===== config.mk =====
export PLATFORM = sky130hd
export DESIGN_NAME = uart_px
export DESIGN_NICKNAME = d
export VERILOG_FILES = /design/src/rtl/uart_px.sv
export SDC_FILE = /design/constraint.sdc
export NUM_CORES = 1
export LEC_CHECK = 0
export CAP_MARGIN = 20
export CORE_ASPECT_RATIO = 1.25
export CORE_UTILIZATION = 35
export CTS_CLUSTER_SIZE = 8
export DETAILED_ROUTE_END_ITERATION = 16
export HOLD_SLACK_MARGIN = 0.05
export MAX_ROUTING_LAYER = met4
export PLACE_DENSITY = 0.57
export SKIP_LAST_GASP = 1
export SLEW_MARGIN = 15
export SYNTH_ARGS = -nofsm -noshare
export SYNTH_HDL_FRONTEND = slang
export SYNTH_SLANG_ARGS = --single-unit

===== constraint.sdc =====
create_clock -name clk -period 7.9 [get_ports clk]
set_input_delay 1.975 -clock clk [delete_from_list [all_inputs] [get_ports clk]]
set_output_delay 1.975 -clock clk [all_outputs]
set_load 0.05 [all_outputs]

===== src/rtl/uart_px.sv =====
// UART with RX/TX serial engines and FIFOs, both clocked by a shared 16x-baud tick.
// Frame format and FIFO depths are fixed at build time.
module uart_px #(
    parameter int unsigned DATA_W   = 8,
    parameter int unsigned PARITY   = 0,
    parameter int unsigned STOP_W   = 1,
    parameter int unsigned TX_DEPTH = 16,
    parameter int unsigned RX_DEPTH = 16
) (
    input  logic                        clk,
    input  logic                        rst,
    input  logic                        en_16_x_baud,
    input  logic                        rx,
    output logic                        tx,
    output logic [DATA_W-1:0]           rxdata,
    output logic                        rx_perr,
    output logic                        rx_ferr,
    output logic                        rxdrdy,
    input  logic                        rd,
    output logic                        rx_ovf,
    input  logic                        clr_ovf,
    output logic [$clog2(RX_DEPTH):0]   rx_level,
    input  logic [DATA_W-1:0]           txdata,
    input  logic                        wr,
    output logic                        full,
    output logic [$clog2(TX_DEPTH):0]   tx_level,
    output logic                        tx_busy
);

    localparam int unsigned TxAw = $clog2(TX_DEPTH);
    localparam int unsigned RxAw = $clog2(RX_DEPTH);
    localparam int unsigned RxW  = DATA_W + 2;

    localparam logic [TxAw:0] TxFull    = (TxAw + 1)'(TX_DEPTH);
    localparam logic [RxAw:0] RxFull    = (RxAw + 1)'(RX_DEPTH);
    localparam logic [3:0]    LastData  = 4'(DATA_W - 1);
    localparam logic [3:0]    LastStop  = 4'(STOP_W - 1);
    localparam logic          HasParity = (PARITY != 0);
    localparam logic          ParInv    = (PARITY == 1);

    typedef enum logic [2:0] {TxIdle, TxStart, TxData, TxParity, TxStop} tx_state_e;
    typedef enum logic [2:0] {RxIdle, RxStart, RxData, RxParity, RxStop} rx_state_e;

    // ---------------- TX FIFO ----------------
    logic [DATA_W-1:0] tx_mem [TX_DEPTH];
    logic [TxAw-1:0]   tx_wptr_q, tx_rptr_q;
    logic [TxAw:0]     tx_level_q;
    logic              tx_push, tx_pop, tx_empty;
    logic [DATA_W-1:0] tx_head;

    assign full     = (tx_level_q == TxFull);
    assign tx_empty = (tx_level_q == '0);
    assign tx_head  = tx_mem[tx_rptr_q];
    // A pop in the same cycle frees the slot, so a write to a full FIFO still lands.
    assign tx_push  = wr && (!full || tx_pop);
    assign tx_level = tx_level_q;

    always_ff @(posedge clk or posedge rst) begin
        if (rst) begin
            tx_wptr_q  <= '0;
            tx_rptr_q  <= '0;
            tx_level_q <= '0;
        end else begin
            if (tx_push) tx_wptr_q <= tx_wptr_q + TxAw'(1);
            if (tx_pop)  tx_rptr_q <= tx_rptr_q + TxAw'(1);
            if (tx_push && !tx_pop)      tx_level_q <= tx_level_q + (TxAw + 1)'(1);
            else if (!tx_push && tx_pop) tx_level_q <= tx_level_q - (TxAw + 1)'(1);
        end
    end

    always_ff @(posedge clk) begin
        if (tx_push) tx_mem[tx_wptr_q] <= txdata;
    end

    // ---------------- TX engine ----------------
    tx_state_e         tx_state_q, tx_state_d;
    logic [3:0]        tx_cnt_q, tx_cnt_d;
    logic [3:0]        tx_bit_q, tx_bit_d;
    logic [DATA_W-1:0] tx_shr_q, tx_shr_d;
    logic              tx_par_q, tx_par_d;
    logic              tx_q, tx_d;
    logic              tx_load;

    always_comb begin
        tx_state_d = tx_state_q;
        tx_cnt_d   = tx_cnt_q;
        tx_bit_d   = tx_bit_q;
        tx_shr_d   = tx_shr_q;
        tx_par_d   = tx_par_q;
        tx_load    = 1'b0;
        tx_pop     = 1'b0;
        if (en_16_x_baud) begin
            tx_cnt_d = tx_cnt_q + 4'd1;
            unique case (tx_state_q)
                TxIdle: begin
                    tx_cnt_d = '0;
                    tx_load  = !tx_empty;
                end
                TxStart: begin
                    if (tx_cnt_q == 4'd15) begin
                        tx_state_d = TxData;
                        tx_bit_d   = '0;
                    end
                end
                TxData: begin
                    if (tx_cnt_q == 4'd15) begin
                        if (tx_bit_q == LastData) begin
                            tx_state_d = HasParity ? TxParity : TxStop;
                            tx_bit_d   = '0;
                        end else begin
                            tx_bit_d = tx_bit_q + 4'd1;
                            tx_shr_d = tx_shr_q >> 1;
                        end
                    end
                end
                TxParity: begin
                    if (tx_cnt_q == 4'd15) begin
                        tx_state_d = TxStop;
                        tx_bit_d   = '0;
                    end
                end
                TxStop: begin
                    if (tx_cnt_q == 4'd15) begin
                        if (tx_bit_q == LastStop) begin
                            // Chain straight into the next frame to avoid an idle gap.
                            tx_state_d = TxIdle;
                            tx_load    = !tx_empty;
                        end else begin
                            tx_bit_d = tx_bit_q + 4'd1;
                        end
                    end
                end
                default: tx_state_d = TxIdle;
            endcase
            if (tx_load) begin
                tx_pop     = 1'b1;
                tx_shr_d   = tx_head;
                tx_par_d   = (^tx_head) ^ ParInv;
                tx_state_d = TxStart;
                tx_cnt_d   = '0;
            end
        end
        unique case (tx_state_d)
            TxStart:  tx_d = 1'b0;
            TxData:   tx_d = tx_shr_d[0];
            TxParity: tx_d = tx_par_d;
            default:  tx_d = 1'b1;
        endcase
    end

    always_ff @(posedge clk or posedge rst) begin
        if (rst) begin
            tx_state_q <= TxIdle;
            tx_cnt_q   <= '0;
            tx_bit_q   <= '0;
            tx_shr_q   <= '0;
            tx_par_q   <= 1'b0;
            tx_q       <= 1'b1;
        end else begin
            tx_state_q <= tx_state_d;
            tx_cnt_q   <= tx_cnt_d;
            tx_bit_q   <= tx_bit_d;
            tx_shr_q   <= tx_shr_d;
            tx_par_q   <= tx_par_d;
            tx_q       <= tx_d;
        end
    end

    assign tx      = tx_q;
    assign tx_busy = (tx_state_q != TxIdle) || !tx_empty;

    // ---------------- RX engine ----------------
    rx_state_e         rx_state_q, rx_state_d;
    logic              rx_meta_q, rx_sync_q;
    logic              rx_prev_q, rx_prev_d;
    logic [3:0]        rx_cnt_q, rx_cnt_d;
    logic [3:0]        rx_bit_q, rx_bit_d;
    logic [DATA_W-1:0] rx_shr_q, rx_shr_d;
    logic              rx_perr_q, rx_perr_d;
    logic              rx_we;
    logic [RxW-1:0]    rx_wdata;

    always_comb begin
        rx_state_d = rx_state_q;
        rx_prev_d  = rx_prev_q;
        rx_cnt_d   = rx_cnt_q;
        rx_bit_d   = rx_bit_q;
        rx_shr_d   = rx_shr_q;
        rx_perr_d  = rx_perr_q;
        rx_we      = 1'b0;
        if (en_16_x_baud) begin
            // Tracked on every tick so a held-low line cannot retrigger a start.
            rx_prev_d = rx_sync_q;
            rx_cnt_d  = rx_cnt_q + 4'd1;
            unique case (rx_state_q)
                RxIdle: begin
                    rx_cnt_d = '0;
                    if (rx_prev_q && !rx_sync_q) begin
                        rx_state_d = RxStart;
                        rx_perr_d  = 1'b0;
                    end
                end
                RxStart: begin
                    if (rx_cnt_q == 4'd7) begin
                        rx_cnt_d   = '0;
                        rx_bit_d   = '0;
                        rx_state_d = rx_sync_q ? RxIdle : RxData;
                    end
                end
                RxData: begin
                    if (rx_cnt_q == 4'd15) begin
                        rx_shr_d = {rx_sync_q, rx_shr_q[DATA_W-1:1]};
                        if (rx_bit_q == LastData) begin
                            rx_state_d = HasParity ? RxParity : RxStop;
                        end else begin
                            rx_bit_d = rx_bit_q + 4'd1;
                        end
                    end
                end
                RxParity: begin
                    if (rx_cnt_q == 4'd15) begin
                        rx_perr_d  = rx_sync_q ^ (^rx_shr_q) ^ ParInv;
                        rx_state_d = RxStop;
                    end
                end
                RxStop: begin
                    if (rx_cnt_q == 4'd15) begin
                        rx_we      = 1'b1;
                        rx_state_d = RxIdle;
                    end
                end
                default: rx_state_d = RxIdle;
            endcase
        end
    end

    assign rx_wdata = {~rx_sync_q, rx_perr_q, rx_shr_q};

    always_ff @(posedge clk or posedge rst) begin
        if (rst) begin
            rx_meta_q  <= 1'b1;
            rx_sync_q  <= 1'b1;
            rx_prev_q  <= 1'b1;
            rx_state_q <= RxIdle;
            rx_cnt_q   <= '0;
            rx_bit_q   <= '0;
            rx_shr_q   <= '0;
            rx_perr_q  <= 1'b0;
        end else begin
            rx_meta_q  <= rx;
            rx_sync_q  <= rx_meta_q;
            rx_prev_q  <= rx_prev_d;
            rx_state_q <= rx_state_d;
            rx_cnt_q   <= rx_cnt_d;
            rx_bit_q   <= rx_bit_d;
            rx_shr_q   <= rx_shr_d;
            rx_perr_q  <= rx_perr_d;
        end
    end

    // ---------------- RX FIFO ----------------
    logic [RxW-1:0]  rx_mem [RX_DEPTH];
    logic [RxAw-1:0] rx_wptr_q, rx_rptr_q;
    logic [RxAw:0]   rx_level_q;
    logic            rx_ovf_q, rx_ovf_d;
    logic            rx_push, rx_pop, rx_full, rx_drop;
    logic [RxW-1:0]  rx_head;

    assign rx_full = (rx_level_q == RxFull);
    assign rx_pop  = rd && (rx_level_q != '0);
    assign rx_push = rx_we && (!rx_full || rx_pop);
    assign rx_drop = rx_we && rx_full && !rx_pop;

    always_comb begin
        rx_ovf_d = rx_ovf_q;
        if (rx_drop)      rx_ovf_d = 1'b1;
        else if (clr_ovf) rx_ovf_d = 1'b0;
    end

    always_ff @(posedge clk or posedge rst) begin
        if (rst) begin
            rx_wptr_q  <= '0;
            rx_rptr_q  <= '0;
            rx_level_q <= '0;
            rx_ovf_q   <= 1'b0;
        end else begin
            rx_ovf_q <= rx_ovf_d;
            if (rx_push) rx_wptr_q <= rx_wptr_q + RxAw'(1);
            if (rx_pop)  rx_rptr_q <= rx_rptr_q + RxAw'(1);
            if (rx_push && !rx_pop)      rx_level_q <= rx_level_q + (RxAw + 1)'(1);
            else if (!rx_push && rx_pop) rx_level_q <= rx_level_q - (RxAw + 1)'(1);
        end
    end

    always_ff @(posedge clk) begin
        if (rx_push) rx_mem[rx_wptr_q] <= rx_wdata;
    end

    // Head is masked while empty so the outputs read zero rather than stale storage.
    assign rx_head  = rxdrdy ? rx_mem[rx_rptr_q] : '0;
    assign rxdrdy   = (rx_level_q != '0);
    assign rxdata   = rx_head[DATA_W-1:0];
    assign rx_perr  = rx_head[DATA_W];
    assign rx_ferr  = rx_head[DATA_W+1];
    assign rx_ovf   = rx_ovf_q;
    assign rx_level = rx_level_q;

endmodule


== Word level (Yosys, flattened, before mapping) ==
Memories as Yosys holds them, arrays and structs flattened.
Cells that the tools add are included.

* Memories: 2
* Output and inout bits: 25
* Register bits after elaboration: 71
* Memory bits (writable): 288
* Bits of input ports: 15

* Muxes and demuxes: 62
* Bitwise logic cells: 2
* Add/sub/neg operators: 12
* Eq/ne operators: 30
* Reductions and logical operators: 44

{| class="wikitable"
|+ Memory list
! name !! depth !! width !! rd ports !! clocked after Yosys merged registers in !! wr ports !! RTL line !! text
|-
| rx_mem || 16 || 10 || 1 || 0 || 1 || 262 || <nowiki>logic [RxW-1:0] rx_mem [RX_DEPTH];</nowiki>
|-
| tx_mem || 16 || 8 || 1 || 0 || 1 || 45 || <nowiki>logic [DATA_W-1:0] tx_mem [TX_DEPTH];</nowiki>
|}

{| class="wikitable"
|+ Operators with widths
! cell !! count
|-
| 2-to-1 mux 4 bit || 11
|-
| 2-to-1 mux 3 bit || 14
|-
| adder 4 x 1 -> 4 bit, second input constant || 8
|-
| 2-to-1 mux 8 bit || 4
|-
| case mux 3 bit (5 select lines) || 2
|-
| 2-to-1 mux 5 bit || 4
|-
| inequality test 2 bit, second input constant || 10
|-
| 2-to-1 mux 1 bit || 19
|-
| equality test 3 x 2 -> 1 bit, second input constant || 6
|-
| case mux 4 bit (2 select lines) || 2
|-
| parity 8 bit || 2
|-
| nonzero test 2 bit || 7
|-
| equality test 4 x 3 -> 1 bit, second input constant || 3
|-
| case mux 4 bit (3 select lines) || 1
|-
| adder 5 x 1 -> 5 bit, second input constant || 2
|-
| equality test 5 bit, second input constant || 2
|-
| logical AND 1 bit || 10
|-
| 2-to-1 mux 10 bit || 1
|-
| subtractor 5 x 1 -> 5 bit, second input constant || 2
|-
| equality test 3 x 1 -> 1 bit, second input constant || 3
|-
| equality test 4 bit, second input constant || 2
|-
| logical NOT 1 bit || 8
|-
| AND reduction 4 bit || 2
|-
| AND reduction 7 bit || 1
|-
| 17 further kinds || 24
|}

== Depth between registers and ports, before layout ==
Gate-level depths: netlist of the first run.

* Word-level depth: 14
* Depth in mapped cells: 18

== Worst setup path after synthesis of the first run ==
No wires, ideal clock.

* Path kind: register to output
* From: register rx_rptr_q[0]
* To: output rx_ferr
* Arrival: 2.178 ns
* Path buffers: 2
* Slack: 3.747 ns
* Cell stages (with the launch flop): 6
* Cells stage by stage: dfrtp_1 clkbuf_1 buf_2 mux4_2 mux4_2 and2_1

* Word-level cells in the longest chain between the ends: 2

{| class="wikitable"
|+ Ends and longest elaborated chain
! what !! RTL line !! text
|-
| start: declaration || 263 || <nowiki>logic [RxAw-1:0] rx_wptr_q, rx_rptr_q;</nowiki>
|-
| start signal: assignment || 289 || <nowiki>if (rx_pop) rx_rptr_q <= rx_rptr_q + RxAw'(1);</nowiki>
|-
| memory (16 x 10 bit) || n/a ||
|-
| 2-to-1 mux 10 bit || 300 || <nowiki>assign rx_head = rxdrdy ? rx_mem[rx_rptr_q] : '0;</nowiki>
|-
| end: declaration || 17 || <nowiki>output logic rx_ferr,</nowiki>
|}

No other way between the ends.

== Worst setup path in the final report of the first run ==
* From: register rx_rptr_q[0]
* To: output rxdata[5]

* Word-level cells in the longest chain between the ends: 2

{| class="wikitable"
|+ Ends and longest elaborated chain
! what !! RTL line !! text
|-
| memory (16 x 10 bit) || n/a ||
|-
| 2-to-1 mux 10 bit || 300 ||
|-
| end: declaration || 15 || <nowiki>output logic [DATA_W-1:0] rxdata,</nowiki>
|}

No other way between the ends.

==> results_dict.tcl, run 1 <==
set metrics [dict create \
    outcome "finished clean" \
    grt_first_pass_wirelength_mm 47.3 \
    number_of_global_route_vias_before_repair 7925 \
    timing.final.hold_violations 0 \
    synth-seq-area-share_pct 69.9 \
    drt-met1-wl_mm 12.7 \
    layout_area_overhead_pct 16.6 \
    synth_enable_flop_cells 288 \
    reg2reg_setup_slack_ns 4.00 \
    finalMaxSlewViolations 0 \
    floorplan.die_area_um2 43500 \
    numPlacedInstances 1426 \
    grt_antenna_before_repair 0 \
    drt_wl_total_mm 30.1 \
    tritoncts.num_buffers 50 \
    critical_path_class "register to output pin" \
    tritoncts "yes" \
    power.sequential.fraction_pct 41.3 \
    design.portCount 40 \
    clock_tree.root_cell "clkbuf_16" \
    dp_hpwl_mm 17.8 \
    switching_power_mw 1.82 \
    stdcell_count 1519 \
    unrepaired_setup_endpoints_after_global_routing "no" \
    comb_power_share_pct 25.6 \
    first_iter_violations 510 \
    syn_avg_cell_area_um2 17.6 \
    h-tree-depth 2 \
    cts.hold.buffers_added 0 \
    die_width_um 187 \
    yosysWarningCount 0 \
    switching_share_pct 30.4 \
    worstSkewPairLatency_ns 0.55 \
    wl_per_cell_um 19.8 \
    worst-endpoint-required_ns 5.93 \
    coreArea_um2 42000 \
    post-route-min-period_ns 5.90 \
    leakagePower_nw 6.02 \
    first_pass_iters 5 \
    number_of_vias_after_detailed_routing 7600 \
    drt-vias-per-instance 5.00 \
    synth-seq-cells 359 \
    fin_nets 959 \
    netlist_area_um2 14900 \
    cts_max_path_buffers 3 \
    hold_ws_ns 0.379 \
    route.detailed.drc 0 \
    grt_max_degree 72 \
    critPathLaunchType "register" \
    setup_violations 0 \
    cell_area_after_placement_um2 15900 \
    num_rows 84 \
    totalNegativeSetupSlack_ns 0 \
    clk_transition_reported_paths_ns 0.05 \
    post-cts-setup-buffers 0 \
    max_freq_mhz 169 \
    cts-resized-gates 0 \
    hold_path_depth 0 \
    hp-class "register to register" \
    clockPowerShare_pct 33.1 \
    final_worst_setup_slack_ns 2.00 \
    clock_skew_ns 0.0157 \
    timing.slew.headroom_pct 28.2 \
    gr-total-overflow 0 \
    layout-drive-gt1-share_pct 18.4 \
    layout.cell_area.non_filler_um2 17400 \
    numPortBuffers 39 \
    met2_length_mm 15.8 \
    timing.critical_path.to_type "output pin" \
    crit_fanout 29 \
    maximum_ir_drop_on_the_vdd_rail_uv 312 \
    power.density_nw_per_um2 344 \
    final_antenna_net_count 0 \
    max_cap_violations 0 \
    finalCritPeriodShare_pct 74.7 \
    pre_cts_ws_ns 2.46 \
    number_of_antenna_diodes 0 \
    ys.flop_type "edfxtp_1" \
    async_flop_share_pct 19.8 \
    initial_utilization_pct 35.5 \
    synth.distinct_cells 57 \
    arrival_time_worst_endpoint_ns 3.93 \
    postSynthNetCount 887 \
    worst_pin_slew_ns 1.08 \
    cts.sinks 359 \
    place_congestion 0.745 \
    globalRouteTotalUtil_pct 14.6 \
    postSynthCellCount 847 \
    worst-r2r-cell-count 15 \
    p_int_mw 4.17 \
    top_routing_layer_in_use "met4" \
    wl_met3_mm 1.15 \
    die_height_um 233 \
]
==> layout make-up <==
type / instances / area (um^2)
Tap cell: 559 / 699
Sequential cell: 359 / 10400
Inverter: 34 / 129
Timing Repair Buffer: 60 / 548
Clock inverter: 2 / 28.8
Multi-Input combinational cell: 414 / 4140
Fill cell: 3754 / 24600
Clock buffer: 91 / 1430
==> cells in the mapped netlist, types with 8 or more instances <==
master | number | area share, %
edfxtp_1 | 288 | 58
mux4_2 | 76 | 11
dfrtp_1 | 67 | 11
nand2_1 | 50 | 1.3
xnor2_1 | 33 | 1.9
inv_1 | 32 | 0.80
o21ai_0 | 31 | 1.0
ha_1 | 23 | 1.9
and2_1 | 22 | 0.92
clkbuf_1 | 22 | 0.55
nor2_1 | 19 | 0.48
a22oi_1 | 16 | 0.80
a21oi_1 | 14 | 0.47
nand3_1 | 13 | 0.44
nor3_1 | 13 | 0.44
mux2_2 | 12 | 0.91
a22o_1 | 11 | 0.65
and3_1 | 8 | 0.34
==> placed cells by master (no fill, tap or decap), types with 5 or more instances in the layout <==
cell type and instances:
a21o_1 6, a21oi_1 14, a22o_1 11, a22oi_1 16
and2_1 22, and3_1 8, buf_4 21, clkbuf_1 40
clkbuf_16 51, clkdlybuf4s50_1 39, dfrtp_1 64, edfxtp_1 288
ha_1 23, inv_1 31, mux2_2 12, mux4_1 6
mux4_2 76, nand2_1 50, nand3_1 13, nand4_1 6
nor2_1 19, nor3_1 13, nor4_1 6, o21ai_0 31
xnor2_1 33, xor2_1 5
==> routing by layer <==
layer  vias to the layer above  global-route usage [%]
li1                       3465                       -
met1                      3935                    17.7
met2                       155                    25.6
met3                        45                    2.28
met4                         0                    3.53
met5                         -                       -
==> power groups by stage <==
| stage | Clock, mW | Combinational [mW] | Sequential [mW] |
|---|---|---|---|
| after CTS | 2.02 | 1.56 | 2.48 |
| after floorplan | 0 | 1.22 | 2.43 |
| final | 1.98 | 1.53 | 2.47 |
| after detailed placement | 0 | 1.56 | 2.52 |
| after global placement | 0 | 1.55 | 2.51 |
| after global routing | 2.11 | 1.66 | 2.51 |
==> sequential cells by signal (all words and copies together), names as in the netlist, 5 cells and up <==
register  flops
rx_shr_q      8
tx_level      5
rx_level      5
tx_mem      128
tx_shr_q      8
rx_mem      160
==> stage by stage <==
stage	power, mW	util (%)
4_1_cts	6.07	41.4
6_report	5.99	41.4
3_3_place_gp	4.06	37.9
3_5_place_dp	4.07	37.9
5_1_grt	6.28	41.4
2_1_floorplan	3.66	-
==> critical path, stage by stage (launching register included) <==
cell             delay (ns)
dfrtp_2                1.03
buf_4                  0.44
mux4_2                 0.53
mux4_2                 0.49
and2_1                 0.17
clkdlybuf4s50_1        0.70
==> path summary, 6_finish.rpt <==
path	endpoint	from
worst max register to register	tx_level[4]	tx_bit_q[0]
worst max-delay path	rxdata[5]	rx_rptr_q[0]
worst min register to register	rx_sync_q	rx_meta_q
max in group asynchronous	tx_rptr_q[0]	rst
worst min-delay path	rx_sync_q	rx_meta_q
min in group asynchronous	rx_ovf	rst
==> kinds of logic (layout without fill, tap and decap cells) <==
group,Yosys count,count (layout),share of synthesized area [%]
and+or+nand+nor,159,159,5.52
buffers and inverters,74,187,2.40
AOI/OAI and AO/OA,96,96,4.22
DFF,359,359,69.9
adders and majority gates,25,25,2.20
muxes,96,96,13.6
xor gates and xnor gates,38,38,2.23
Note: power is estimated with default switching activity, not from simulation.
==> inputs of run 2 (changes only) <==
Settings changed: PLACE_DENSITY 0.57 to 0.59.
Clock period 7.9 ns to 5 ns, I/O delays scaled along.
==> run 2 against run 1 <==
Net effect: final cell count is 0.20% lower; register-to-register slack got worse by 2.8 ns; via count down 1.4%; hold slack got worse by 0.024 ns; sequential cell count stayed put; worst setup slack lost 1.7 ns; clock power increased by 54%; first-iteration DRC count fell by 21%; count of clock-buffer cells in the layout down 9; critical path depth did not move; design area increased by 0.23%; critical path type unchanged; critical endpoint unchanged.
==> results_dict.tcl, run 2 (same netlist as run 1, synthesis figures left out) <==
set metrics [dict create \
    clock_tree.root_cell "clkbuf_16" \
    worst_pin_slew_ns 1.01 \
    max_freq_mhz 215 \
    fin_nets 965 \
    setup_violations 0 \
    number_of_flip_flops_under_the_largest_register_name 160 \
    clk_transition_reported_paths_ns 0.05 \
    layout-drive-gt1-share_pct 19.1 \
    cts-resized-gates 0 \
    coreArea_um2 42000 \
    cts_max_path_buffers 3 \
    die_height_um 233 \
    holdCritStartpoint "rx_meta_q" \
    number_of_vias_after_detailed_routing 7494 \
    timing.critical_path.to_type "output pin" \
    globalRouteTotalUtil_pct 14.0 \
    tritoncts "yes" \
    number_of_global_route_vias_before_repair 7855 \
    timing.final.hold_violations 0 \
    floorplan.die_area_um2 43500 \
    fillCellCount 3748 \
    grt_first_pass_wirelength_mm 45.6 \
    largest_registers "rx_mem (160), tx_mem (128)" \
    clock_skew_ns 0.0140 \
    first_pass_iters 4 \
    place_congestion 0.773 \
    layout.cells.most_common "edfxtp_1" \
    hold_path_end "rx_sync_q" \
    critPathLaunchType "register" \
    hold_path_depth 0 \
    numPortBuffers 39 \
    h-tree-depth 2 \
    outcome "finished clean" \
    largest-register "rx_mem" \
    reg2reg_setup_slack_ns 1.20 \
    worst-r2r-cell-count 15 \
    post-layout-total-power_mw 9.42 \
    power.density_nw_per_um2 540 \
    cts.sinks 359 \
    wl_per_cell_um 18.9 \
    initial_utilization_pct 35.5 \
    final_antenna_net_count 0 \
    post-route-util_pct 41.5 \
    crit_fanout 16 \
    gr-total-overflow 0 \
    max_cap_violations 0 \
    post-cts-setup-buffers 0 \
    grt_max_degree 51 \
    layout_common_cells "edfxtp_1 (288), mux4_2 (76), dfrtp_1 (64)" \
    critical_path_class "register to output pin" \
    unrepaired_setup_endpoints_after_global_routing "no" \
    arrival_time_worst_endpoint_ns 3.41 \
    num_rows 84 \
    leakagePower_nw 6.06 \
    layout_area_overhead_pct 16.9 \
    number_of_antenna_diodes 0 \
    stdcell_count 1516 \
    timing.slew.headroom_pct 32.2 \
    worstSkewPairLatency_ns 0.55 \
    tritoncts.num_buffers 50 \
    route.detailed.drc 0 \
    drt-vias-per-instance 4.94 \
    drt_wl_total_mm 28.6 \
    cts.hold.buffers_added 0 \
    r2r_start "tx_bit_q[0]" \
    maximum_ir_drop_on_the_vdd_rail_uv 399 \
    post-route-min-period_ns 4.66 \
    hp-class "register to register" \
    finalMaxSlewViolations 0 \
    regToRegEndpoint "tx_level[4]" \
    first_iter_violations 405 \
    dp_hpwl_mm 18.1 \
    totalNegativeSetupSlack_ns 0 \
    worst-endpoint-required_ns 3.75 \
    design.portCount 40 \
    finalCritPeriodShare_pct 93.2 \
    grt_antenna_before_repair 0 \
    numPlacedInstances 1432 \
    die_width_um 187 \
]
[run 2: cell types whose count changed in the layout (fill, tap and decap cells not counted), sizes merged]
cell	before	now
inv	34	32
clkinv	2	4
buf	21	27
clkbuf	91	82
[run 2: worst max path at each step]
stage,from,end,depth (start not counted)
floorplan,rx_rptr_q[0],rx_ferr,5
global placement,rx_rptr_q[0],rxdata[7],5
detailed placement,rx_rptr_q[0],rxdata[5],5
CTS,rx_rptr_q[0],rxdata[5],5
global route,rx_rptr_q[0],rxdata[5],5
finish,rx_rptr_q[0],rxdata[5],5
[run 2: final cells by class]
class                           instances  area, um^2  area share, %
Clock buffer                           82        1390           7.98
Sequential cell                       359       10400           59.8
Inverter                               34         129          0.739
Tap cell                              559         699           4.01
Clock inverter                          2        32.5          0.186
Timing Repair Buffer                   66         618           3.54
Multi-Input combinational cell        414        4140           23.7
[run 2: critical path: stages (launching register included)]
cell	delay (ns)
dfrtp_2	0.71
buf_12	0.25
mux4_2	0.52
mux4_2	0.49
and2_1	0.17
clkdlybuf4s50_1	0.69
[run 2: report_power, final]
part / leakage (nW) / switching, mW / internal (mW)
clock: 0.679 / 1.18 / 1.88
combinational: 1.80 / 1.28 / 1.21
sequential: 3.59 / 0.377 / 3.51
total: 6.06 / 2.84 / 6.59
[run 2: per-layer routing]
| layer | wire length [um] | global-route usage, % | vias to the layer above |
|---|---|---|---|
| met4 | 442 | 3.69 | 0 |
| met2 | 15000 | 24.5 | 114 |
| met5 | 0 | - | - |
| met1 | 12200 | 16.7 | 3872 |
| met3 | 943 | 2.47 | 40 |
| li1 | - | - | 3468 |
[run 2: metrics by stage]
| stage | instance area (um^2) | hold WS (ns) | setup WS [ns] |
|---|---|---|---|
| 6_report | 17400 | 0.355 | 0.342 |
| 5_1_grt | 17400 | 0.360 | 0.179 |
| 4_1_cts | 17400 | 0.356 | 0.250 |
| 3_5_place_dp | 16000 | 0.349 | 0.851 |
| 3_3_place_gp | 16000 | 0.347 | 0.879 |
| 2_1_floorplan | 14900 | 0.345 | 1.57 |
